`config.mk`:
```
export PLATFORM = sky130hd
export DESIGN_NAME = pipe_hazard_unit_flat
export DESIGN_NICKNAME = d
export VERILOG_FILES = /design/src/rtl/pipe_hazard_unit_if.sv /design/src/rtl/pipe_hazard_unit.sv /design/src/flat_wrapper.sv
export SDC_FILE = /design/constraint.sdc
export NUM_CORES = 1
export LEC_CHECK = 0
export BUFFER_PORTS_ARGS = -buffer_cell sky130_fd_sc_hd__clkbuf_2
export CAP_MARGIN = 20
export CORE_MARGIN = 2
export CORE_UTILIZATION = 41
export DETAILED_ROUTE_END_ITERATION = 12
export GPL_TIMING_DRIVEN = 0
export PLACE_DENSITY = 0.8
export SLEW_MARGIN = 30
export SYNTH_ARGS = -nofsm -noshare
export SYNTH_HDL_FRONTEND = slang
export SYNTH_SLANG_ARGS = --single-unit
export TNS_END_PERCENT = 30
```
`constraint.sdc`:
```
create_clock -name clock -period 1.7 [get_ports clock]
set_input_delay 0.085 -clock clock [delete_from_list [all_inputs] [get_ports clock]]
set_output_delay 0.085 -clock clock [all_outputs]
set_load 0.01 [all_outputs]
```
`src/rtl/pipe_hazard_unit_if.sv`:
```
// Decode/EX side handshake bundle for pipe_hazard_unit: instruction descriptors in,
// issue/stall/flush/forwarding controls out.
interface pipe_hazard_unit_if #(
  parameter int REG_ADDR_W = 2,
  parameter int SEL_W      = 2
);
  localparam int NUM_REGS = 2**REG_ADDR_W;

  logic                  id_valid;
  logic [REG_ADDR_W-1:0] id_src1;
  logic [REG_ADDR_W-1:0] id_src2;
  logic                  id_src1_used;
  logic                  id_src2_used;
  logic [REG_ADDR_W-1:0] id_dst;
  logic                  id_dst_wr;
  logic                  id_is_load;
  logic                  id_is_branch;
  logic                  ex_br_valid;
  logic                  ex_br_taken;

  logic                  issue;
  logic                  stall;
  logic                  pc_hold;
  logic                  flush;
  logic [NUM_REGS-1:0]   busy_map;
  logic [SEL_W-1:0]      fwd_sel1;
  logic [SEL_W-1:0]      fwd_sel2;

  modport master (
    output id_valid, id_src1, id_src2, id_src1_used, id_src2_used,
           id_dst, id_dst_wr, id_is_load, id_is_branch, ex_br_valid, ex_br_taken,
    input  issue, stall, pc_hold, flush, busy_map, fwd_sel1, fwd_sel2
  );

  modport slave (
    input  id_valid, id_src1, id_src2, id_src1_used, id_src2_used,
           id_dst, id_dst_wr, id_is_load, id_is_branch, ex_br_valid, ex_br_taken,
    output issue, stall, pc_hold, flush, busy_map, fwd_sel1, fwd_sel2
  );
endinterface

```
`src/rtl/pipe_hazard_unit.sv`:
```
// Issue/hazard controller: destination-tag pipe, RAW stall, branch serialisation and flush.
// Define PIPE_HAZARD_FWD_EN to enable forwarding selects (stall only on load-use).
module pipe_hazard_unit #(
  parameter int REG_ADDR_W = 2,
  parameter int PIPE_DEPTH = 3,
  parameter int FLUSH_CYC  = 2,
  parameter int SEL_W      = 2
) (
  input  logic              clock,
  input  logic              reset,
  pipe_hazard_unit_if.slave hz
);
  localparam int NUM_REGS = 2**REG_ADDR_W;
  localparam int CNT_W    = (FLUSH_CYC > 1) ? $clog2(FLUSH_CYC) : 1;

  typedef enum logic [1:0] {RUN, BR_WAIT, FLUSH} state_t;

  state_t            state, state_nxt;
  logic [CNT_W-1:0]  cnt, cnt_nxt;

  logic [PIPE_DEPTH-1:0] vld_p;
  logic [REG_ADDR_W-1:0] dst_p [PIPE_DEPTH];

  logic [PIPE_DEPTH-1:0] m1, m2;
  logic [NUM_REGS-1:0]   busy_c;
  logic                  hazard, issue_c, stall_c, flush_c;

  // Per-entry source matches; entry k sits k+1 stages past issue
  always_comb begin
    m1 = '0;
    m2 = '0;
    for (int k = 0; k < PIPE_DEPTH; k++) begin
      m1[k] = hz.id_src1_used & vld_p[k] & (dst_p[k] == hz.id_src1);
      m2[k] = hz.id_src2_used & vld_p[k] & (dst_p[k] == hz.id_src2);
    end
  end

  always_comb begin
    busy_c = '0;
    for (int k = 0; k < PIPE_DEPTH; k++)
      if (vld_p[k]) busy_c[dst_p[k]] = 1'b1;
  end

`ifdef PIPE_HAZARD_FWD_EN
  logic [PIPE_DEPTH-1:0] ld_p;

  function automatic logic [SEL_W-1:0] youngest_sel(input logic [PIPE_DEPTH-1:0] m);
    youngest_sel = '0;
    for (int k = PIPE_DEPTH-1; k >= 0; k--)
      if (m[k]) youngest_sel = SEL_W'(k + 1);
  endfunction

  // Only a load still in EX cannot be forwarded
  assign hazard      = ld_p[0] & (m1[0] | m2[0]);
  assign hz.fwd_sel1 = stall_c ? '0 : youngest_sel(m1);
  assign hz.fwd_sel2 = stall_c ? '0 : youngest_sel(m2);

  always_ff @(posedge clock) begin
    ld_p <= {ld_p[PIPE_DEPTH-2:0], hz.id_is_load};
  end
`else
  logic unused_is_load;

  // Without forwarding the consumer waits until the producer has written the RF
  assign hazard         = |m1 | |m2;
  assign hz.fwd_sel1    = '0;
  assign hz.fwd_sel2    = '0;
  assign unused_is_load = hz.id_is_load;
`endif

  assign issue_c     = hz.id_valid & (state == RUN) & ~hazard;
  assign stall_c     = (hz.id_valid & ~issue_c) | (state != RUN);
  assign flush_c     = (state == FLUSH);
  assign hz.issue    = issue_c;
  assign hz.stall    = stall_c;
  assign hz.flush    = flush_c;
  assign hz.pc_hold  = stall_c & ~flush_c;
  assign hz.busy_map = busy_c;

  // Tag pipe stage boundary: entry 0 = EX ... entry PIPE_DEPTH-1 = WB
  always_ff @(posedge clock) begin
    if (reset) vld_p <= '0;
    else       vld_p <= {vld_p[PIPE_DEPTH-2:0], issue_c & hz.id_dst_wr};
  end

  always_ff @(posedge clock) begin
    dst_p[0] <= hz.id_dst;
    for (int k = 1; k < PIPE_DEPTH; k++) dst_p[k] <= dst_p[k-1];
  end

  always_ff @(posedge clock) begin
    if (reset) begin
      state <= RUN;
      cnt   <= '0;
    end else begin
      state <= state_nxt;
      cnt   <= cnt_nxt;
    end
  end

  always_comb begin
    state_nxt = state;
    cnt_nxt   = cnt;
    case (state)
      RUN:     if (issue_c && hz.id_is_branch) state_nxt = BR_WAIT;
      BR_WAIT: if (hz.ex_br_valid) begin
        if (hz.ex_br_taken) begin
          state_nxt = FLUSH;
          cnt_nxt   = CNT_W'(FLUSH_CYC - 1);
        end else begin
          state_nxt = RUN;
        end
      end
      FLUSH:   if (cnt == '0) state_nxt = RUN;
               else           cnt_nxt   = cnt - CNT_W'(1);
      default: state_nxt = RUN;
    endcase
  end
endmodule

```
`src/flat_wrapper.sv`:
```
// flat-port wrapper written by rule: the top's interface ports become plain ports
module pipe_hazard_unit_flat 
#(
  parameter int REG_ADDR_W = 2,
  parameter int PIPE_DEPTH = 3,
  parameter int FLUSH_CYC  = 2,
  parameter int SEL_W      = 2
)
  (clock, reset, hz_id_valid, hz_id_src1, hz_id_src2, hz_id_src1_used, hz_id_src2_used, hz_id_dst, hz_id_dst_wr, hz_id_is_load, hz_id_is_branch, hz_ex_br_valid, hz_ex_br_taken, hz_issue, hz_stall, hz_pc_hold, hz_flush, hz_busy_map, hz_fwd_sel1, hz_fwd_sel2);
  pipe_hazard_unit_if #(.REG_ADDR_W(REG_ADDR_W), .SEL_W(SEL_W)) hz_i ();
  input  logic clock;
  input  logic reset;
  input wire logic [$bits(hz_i.id_valid)-1:0] hz_id_valid;
  input wire logic [$bits(hz_i.id_src1)-1:0] hz_id_src1;
  input wire logic [$bits(hz_i.id_src2)-1:0] hz_id_src2;
  input wire logic [$bits(hz_i.id_src1_used)-1:0] hz_id_src1_used;
  input wire logic [$bits(hz_i.id_src2_used)-1:0] hz_id_src2_used;
  input wire logic [$bits(hz_i.id_dst)-1:0] hz_id_dst;
  input wire logic [$bits(hz_i.id_dst_wr)-1:0] hz_id_dst_wr;
  input wire logic [$bits(hz_i.id_is_load)-1:0] hz_id_is_load;
  input wire logic [$bits(hz_i.id_is_branch)-1:0] hz_id_is_branch;
  input wire logic [$bits(hz_i.ex_br_valid)-1:0] hz_ex_br_valid;
  input wire logic [$bits(hz_i.ex_br_taken)-1:0] hz_ex_br_taken;
  output wire logic [$bits(hz_i.issue)-1:0] hz_issue;
  output wire logic [$bits(hz_i.stall)-1:0] hz_stall;
  output wire logic [$bits(hz_i.pc_hold)-1:0] hz_pc_hold;
  output wire logic [$bits(hz_i.flush)-1:0] hz_flush;
  output wire logic [$bits(hz_i.busy_map)-1:0] hz_busy_map;
  output wire logic [$bits(hz_i.fwd_sel1)-1:0] hz_fwd_sel1;
  output wire logic [$bits(hz_i.fwd_sel2)-1:0] hz_fwd_sel2;
  assign hz_i.id_valid = hz_id_valid;
  assign hz_i.id_src1 = hz_id_src1;
  assign hz_i.id_src2 = hz_id_src2;
  assign hz_i.id_src1_used = hz_id_src1_used;
  assign hz_i.id_src2_used = hz_id_src2_used;
  assign hz_i.id_dst = hz_id_dst;
  assign hz_i.id_dst_wr = hz_id_dst_wr;
  assign hz_i.id_is_load = hz_id_is_load;
  assign hz_i.id_is_branch = hz_id_is_branch;
  assign hz_i.ex_br_valid = hz_ex_br_valid;
  assign hz_i.ex_br_taken = hz_ex_br_taken;
  assign hz_issue = hz_i.issue;
  assign hz_stall = hz_i.stall;
  assign hz_pc_hold = hz_i.pc_hold;
  assign hz_flush = hz_i.flush;
  assign hz_busy_map = hz_i.busy_map;
  assign hz_fwd_sel1 = hz_i.fwd_sel1;
  assign hz_fwd_sel2 = hz_i.fwd_sel2;
  pipe_hazard_unit #(.REG_ADDR_W(REG_ADDR_W), .PIPE_DEPTH(PIPE_DEPTH), .FLUSH_CYC(FLUSH_CYC), .SEL_W(SEL_W)) u_core (.clock(clock), .reset(reset), .hz(hz_i));
endmodule
```
# Yosys cells after proc, flatten, opt, wreduce, memory -nomap -nowiden
# Memories as Yosys holds them, arrays and structs flattened.
# Cells that the tools add are included.
# W data, S select, Z words.
[word_totals]
in_bits = 16
n_memories = 1
regBits = 6
mem_bits_rw = 6
wordCells = 76
output_inout_bits = 12
[classes]
order_cmp = 6
reduce_logical = 11
mux = 18
addsub = 1
n_eq_ne = 12
n_bitwise = 24
[memory_table]
columns = ["name", "depth", "word_bits", "read_ports", "rd_clocked_by_memory_dff", "write_ports", "line_no", "text"]
rows = [
  ["u_core.dst_p", 3, 2, 3, 0, 3, "pipe_hazard_unit.sv:22", "logic [REG_ADDR_W-1:0] dst_p [PIPE_DEPTH];"],
]
[op_table]
columns = ["operator", "n"]
rows = [
  ["$and A1 B1 Y1", 17],
  ["$eq A2 B2 Y1", 6],
  ["$mux W4", 3],
  ["$lt A2 B3 Y1 const B", 3],
  ["$mux W2", 4],
  ["$ne A2 B2 Y1 const B", 4],
  ["$or A4 B4 Y4", 2],
  ["$demux W1 S2", 3],
  ["$ge A2 B1 Y1 const B", 3],
  ["$mux W1", 6],
  ["$pmux W2 S3", 1],
  ["$reduce_and A3 Y1", 2],
  ["$reduce_or A3 Y1", 2],
  ["$logic_and A1 B1 Y1", 4],
  ["$reduce_bool A2 Y1", 2],
  ["$not A1 Y1", 3],
  ["$eq A2 B1 Y1 const B", 1],
  ["$eq A2 B2 Y1 const B", 1],
  ["$logic_not A2 Y1", 1],
  ["$or A1 B1 Y1", 2],
  ["$pmux W1 S2", 1],
  ["$sub A1 B1 Y1 const B", 1],
]

# Depth between registers and ports, before layout
# An unclocked memory read counts as a cell.
[depth]
ltp_word = 11
depth_mapped = 5
mapped_depth_nobuf = 4

# Worst setup path after synthesis
# Ideal clock, no wire load.
[synth_path]
path_kind = "reg-to-reg"
start = "mem u_core.dst_p[2][0] (netlist: u_core.dst_p[0][4])"
end = "reg u_core.state[0]"
setup_time_ps = 96
slack_ps = 527
n_path_buf = 0
synth_period_minus_slack_ps = 1173
t_arrival_ps = 1077
path_stages_with_launch = 5
required_time_ps = 1604
path_cell_list = "dfxtp_1 > and2_1 > o2111ai_1 > nand3_2 > o41ai_2"
[synth_rtl]
columns = ["item", "line_no", "text"]
rows = [
  ["start, declared", "pipe_hazard_unit.sv:22", ""],
  ["end signal, assigned", "pipe_hazard_unit.sv:96", "state <= state_nxt;"],
  ["end, declared", "pipe_hazard_unit.sv:18", "state_t state, state_nxt;"],
]

# Worst setup path in the final report
[layout_path]
start = "reg u_core.state[1]"
end = "out hz_pc_hold"
[layout_between]
elab_chain_cells = 7
word_cells_on_any_way = 10
cone_classes = "eq/ne (1); bitwise (7); reduce/logical (2)"
[layout_rtl]
columns = ["item", "line_no", "text"]
rows = [
  ["$logic_not A2 Y1", "pipe_hazard_unit.sv:71", "assign issue_c = hz.id_valid & (state == RUN) & ~hazard;"],
  ["$and A1 B1 Y1 (2 in series)", "pipe_hazard_unit.sv:71", ""],
  ["$not A1 Y1", "pipe_hazard_unit.sv:72", "assign stall_c = (hz.id_valid & ~issue_c) | (state != RUN);"],
  ["$and A1 B1 Y1", "pipe_hazard_unit.sv:72", ""],
  ["$or A1 B1 Y1", "pipe_hazard_unit.sv:72", ""],
  ["$and A1 B1 Y1 (*)", "pipe_hazard_unit.sv:77", "assign hz.pc_hold = stall_c & ~flush_c;"],
  ["end, declared", "flat_wrapper.sv:26", "output wire logic [$bits(hz_i.pc_hold)-1:0] hz_pc_hold;"],
]
# Every way passes the cells marked *; elsewhere a longest branch is shown, timed or not.

==> flow_summary_export.csv <==
group,metric,value,unit
floorplanning,num_rows,14,
sta,whs,0.07646,ns
routing,ant_nets,0,
critical_path,worst-setup-path-type,"flip-flop to output port",
power,power,651.3,uW
synthesis,synth.most_common_cell,"dfxtp_1",
synthesis,netlist_instances,80,
placement,place_hpwl,1167,um
placement,port_buffers,22,
synthesis,synth.avg_cell_area,8.790,um^2
routing,via_per_inst,5.244,
synthesis,netlist_area,703.2,um^2
power,p_leak,0.4020,nW
min_path,hold_class,"primary input to flip-flop",
clock_tree,cts_sinks,12,
clock_tree,cts_setup_buffers,0,
floorplanning,start_util,45.10,%
critical_path,start_kind,"flip-flop",
routing,drc_errors,0,
job,max-cap-violations,0,
clock_tree,cts_tree,"built",
floorplanning,io_pins,28,
placement,pre_cts_ws,0.3295,ns
synthesis,synthSimpleGateAreaFrac,31.67,%
layout,fin_cells,127,
clock_tree,clkTransAtPathRegs,0.07,ns
synthesis,synth_seq_area_share,34.16,%
critical_path,cp_max_fo,7,
layout,syn2layout_area_growth,29.89,%
critical_path,crit_family,"simple AND/OR/NAND/NOR gates",
sta,fin_tns_setup,0,ns
sta,post-route-min-period,1.627,ns
critical_path,cp_slowest_cell,"dfxtp_1",
synthesis,synth_common_cells,"dfxtp_1, xnor2_1, nor2_1",
sta,worst_slack,0.07283,ns
global_route,grt.overflow.total,0,
synthesis,synth_top_family_by_area,"simple AND/OR/NAND/NOR gates",
global_route,grtUsageTotal,15.52,%
synthesis,yosys.area_share.xor_xnor,12.46,%
floorplanning,fp.dieH,45.42,um
synthesis,synth_area_leader_cell,"dfxtp_1",
sta,rsz0062_at_grt,"no",
synthesis,muxShareOfSynthArea,0,%
clock_tree,cts_buffers,3,
synthesis,synth_area_leaders,"dfxtp_1, xnor2_1, nor2b_1, buf_4, nand3_1",
floorplanning,dieWidth,45.42,um
power,power_per_cell_area,713.0,mW/mm^2
floorplanning,core,0.001559,mm^2
power,ir_drop,0.5414,mV
sta,fin_skew,0.004441,ns
critical_path,critical_path.max_stage_delay,0.37,ns
layout,diodes,0,
routing,wire_per_inst,12.19,um
sta,setup_viol,0,
layout,fillCellCount,150,
critical_path,worstPathArrival,1.54,ns
sta,hold_viol_final,0,
synthesis,synth_compound_area_share,13.17,%
global_route,grt_pass1_wl,2380,um
synthesis,synth.top_cell.area_share,34.16,%
synthesis,synth-seq-cells,12,
sta,drv_slew,0,
global_route,antenna_found_initial,0,
synthesis,synth_fa_ha_area_share,0,%
critical_path,worst-path-buf-inv,1,
clock_tree,htree_levels,1,
routing,num_vias,666,
synthesis,synth_top_flop_cell,"dfxtp_1",
global_route,grt_pass1_vias,578,
floorplanning,die_area,0.002063,mm^2
clock_tree,cts_buffer_depth,2,
clock_tree,clk_latency,0.26,ns
synthesis,ys_warn_count,0,
routing,firstDrtPassIters,3,
placement,place.gp.congestion,0.7722,
synthesis,synth_edf_count,0,
critical_path,critical_path_required,1.62,ns
critical_path,critPathMostFrequentCell,"nor2b_1",
routing,wl,1548,um
critical_path,worstPathCellList,"nor2b_1 > nor2b_1 > nand4_4 > o22a_2 > clkbuf_2",
layout,layout.nets,128,
routing,drt_iter0_drc,17,
global_route,grt_max_degree,9,
critical_path,end_kind,"output port",
layout,drive_gt1_share,36.94,%
run_status,outcome,"finished, final reports clean",
placement,dp.cells,121,
synthesis,yosysUniqueCellTypes,28,
sta,timing.final.crit_share,95.72,%
sta,fmax,614.6,MHz
clock_tree,cts_root_buf,"clkbuf_4",
synthesis,async_flop_share,0,%
final cells by class:
cell class                      count  area [um^2]  area share (%)
Multi-Input combinational cell     61        426.7           46.71
Buffer                              7        47.55           5.205
Tap cell                           16        20.02           2.192
Clock buffer                        4        36.28           3.973
Inverter                            3        11.26           1.233
Sequential cell                    12        241.5           26.44
Timing Repair Buffer               24        130.1           14.25
path summary, 6_finish.rpt:
path / from / cells past startpoint / slack, ns / end
setup / recovery: u_core.state[1] / 5 / 0.07 / hz_pc_hold
hold / removal: hz_id_is_branch / 3 / 0.08 / u_core.state[0]
setup reg to reg: u_core.dst_p[0][4] / 4 / 0.43 / u_core.state[0]
hold reg to reg: u_core.dst_p[0][3] / 0 / 0.35 / u_core.dst_p[0][5]
tightest hold or removal path, stage by stage:
cell and delay [ns]:
clkbuf_2 0.08, inv_1 0.06, o41ai_2 0.07
metal layers:
metal	part of all wire, %	wire, um	global-route usage [%]
met5	0	0	0
met3	3.4	53	2.381
met4	0	0	3.529
met1	47	724	20.44
met2	50	770	26.48
registers in the layout, indices dropped and copies added (netlist names):
| name | cells |
|---|---|
| u_core.dst_p | 6 |
| u_core.state | 2 |
| u_core.cnt | 1 |
| u_core.vld_p | 3 |
through the flow:
step	instance area, um^2	util, %
finish	913.4	58.59
global route	913.4	58.59
CTS	900.9	57.78
detailed placement	844.6	54.17
global placement	844.6	54.17
floorplan	714.4	-
power by group:
| group | internal (mW) | switching, mW | leakage [nW] |
|---|---|---|---|
| combinational | 0.0659 | 0.0570 | 0.282 |
| sequential | 0.294 | 0.0186 | 0.0994 |
| clock | 0.130 | 0.0861 | 0.0210 |
| total | 0.490 | 0.162 | 0.402 |
logic make-up (layout without fill, tap and decap cells):
kind of cell,count (synthesis),after routing
AO/OA/AOI/OAI,11,11
XOR/XNOR,10,10
buffers and inverters,10,38
flip-flops,12,12
other,1,4
AND/OR/NAND/NOR,36,36
cell usage in the layout, fill, tap and decap left out, types with 2 or more instances in the layout:
master          n
and2_1          2
dlygate4sd3_1   2
o2111ai_1       2
xnor2_1        10
conb_1          4
a21oi_1         2
inv_1           3
nand3b_1        2
dfxtp_1        11
nand3_1         5
nor2_1          6
clkbuf_2       23
nor2b_1         5
nor3b_1         3
nand4_1         4
nand2_1         4
clkbuf_4        4
buf_4           4
repair_timing:
| action | 4_1_cts | 5_1_grt |
|---|---|---|
| resized for setup | 0 | 5 |
| endpoints found under the hold margin | 2 | 0 |
| endpoints found under the setup margin | 0 | 3 |
| hold buffers | 2 | 0 |
(Power assumes the default switching activity.)
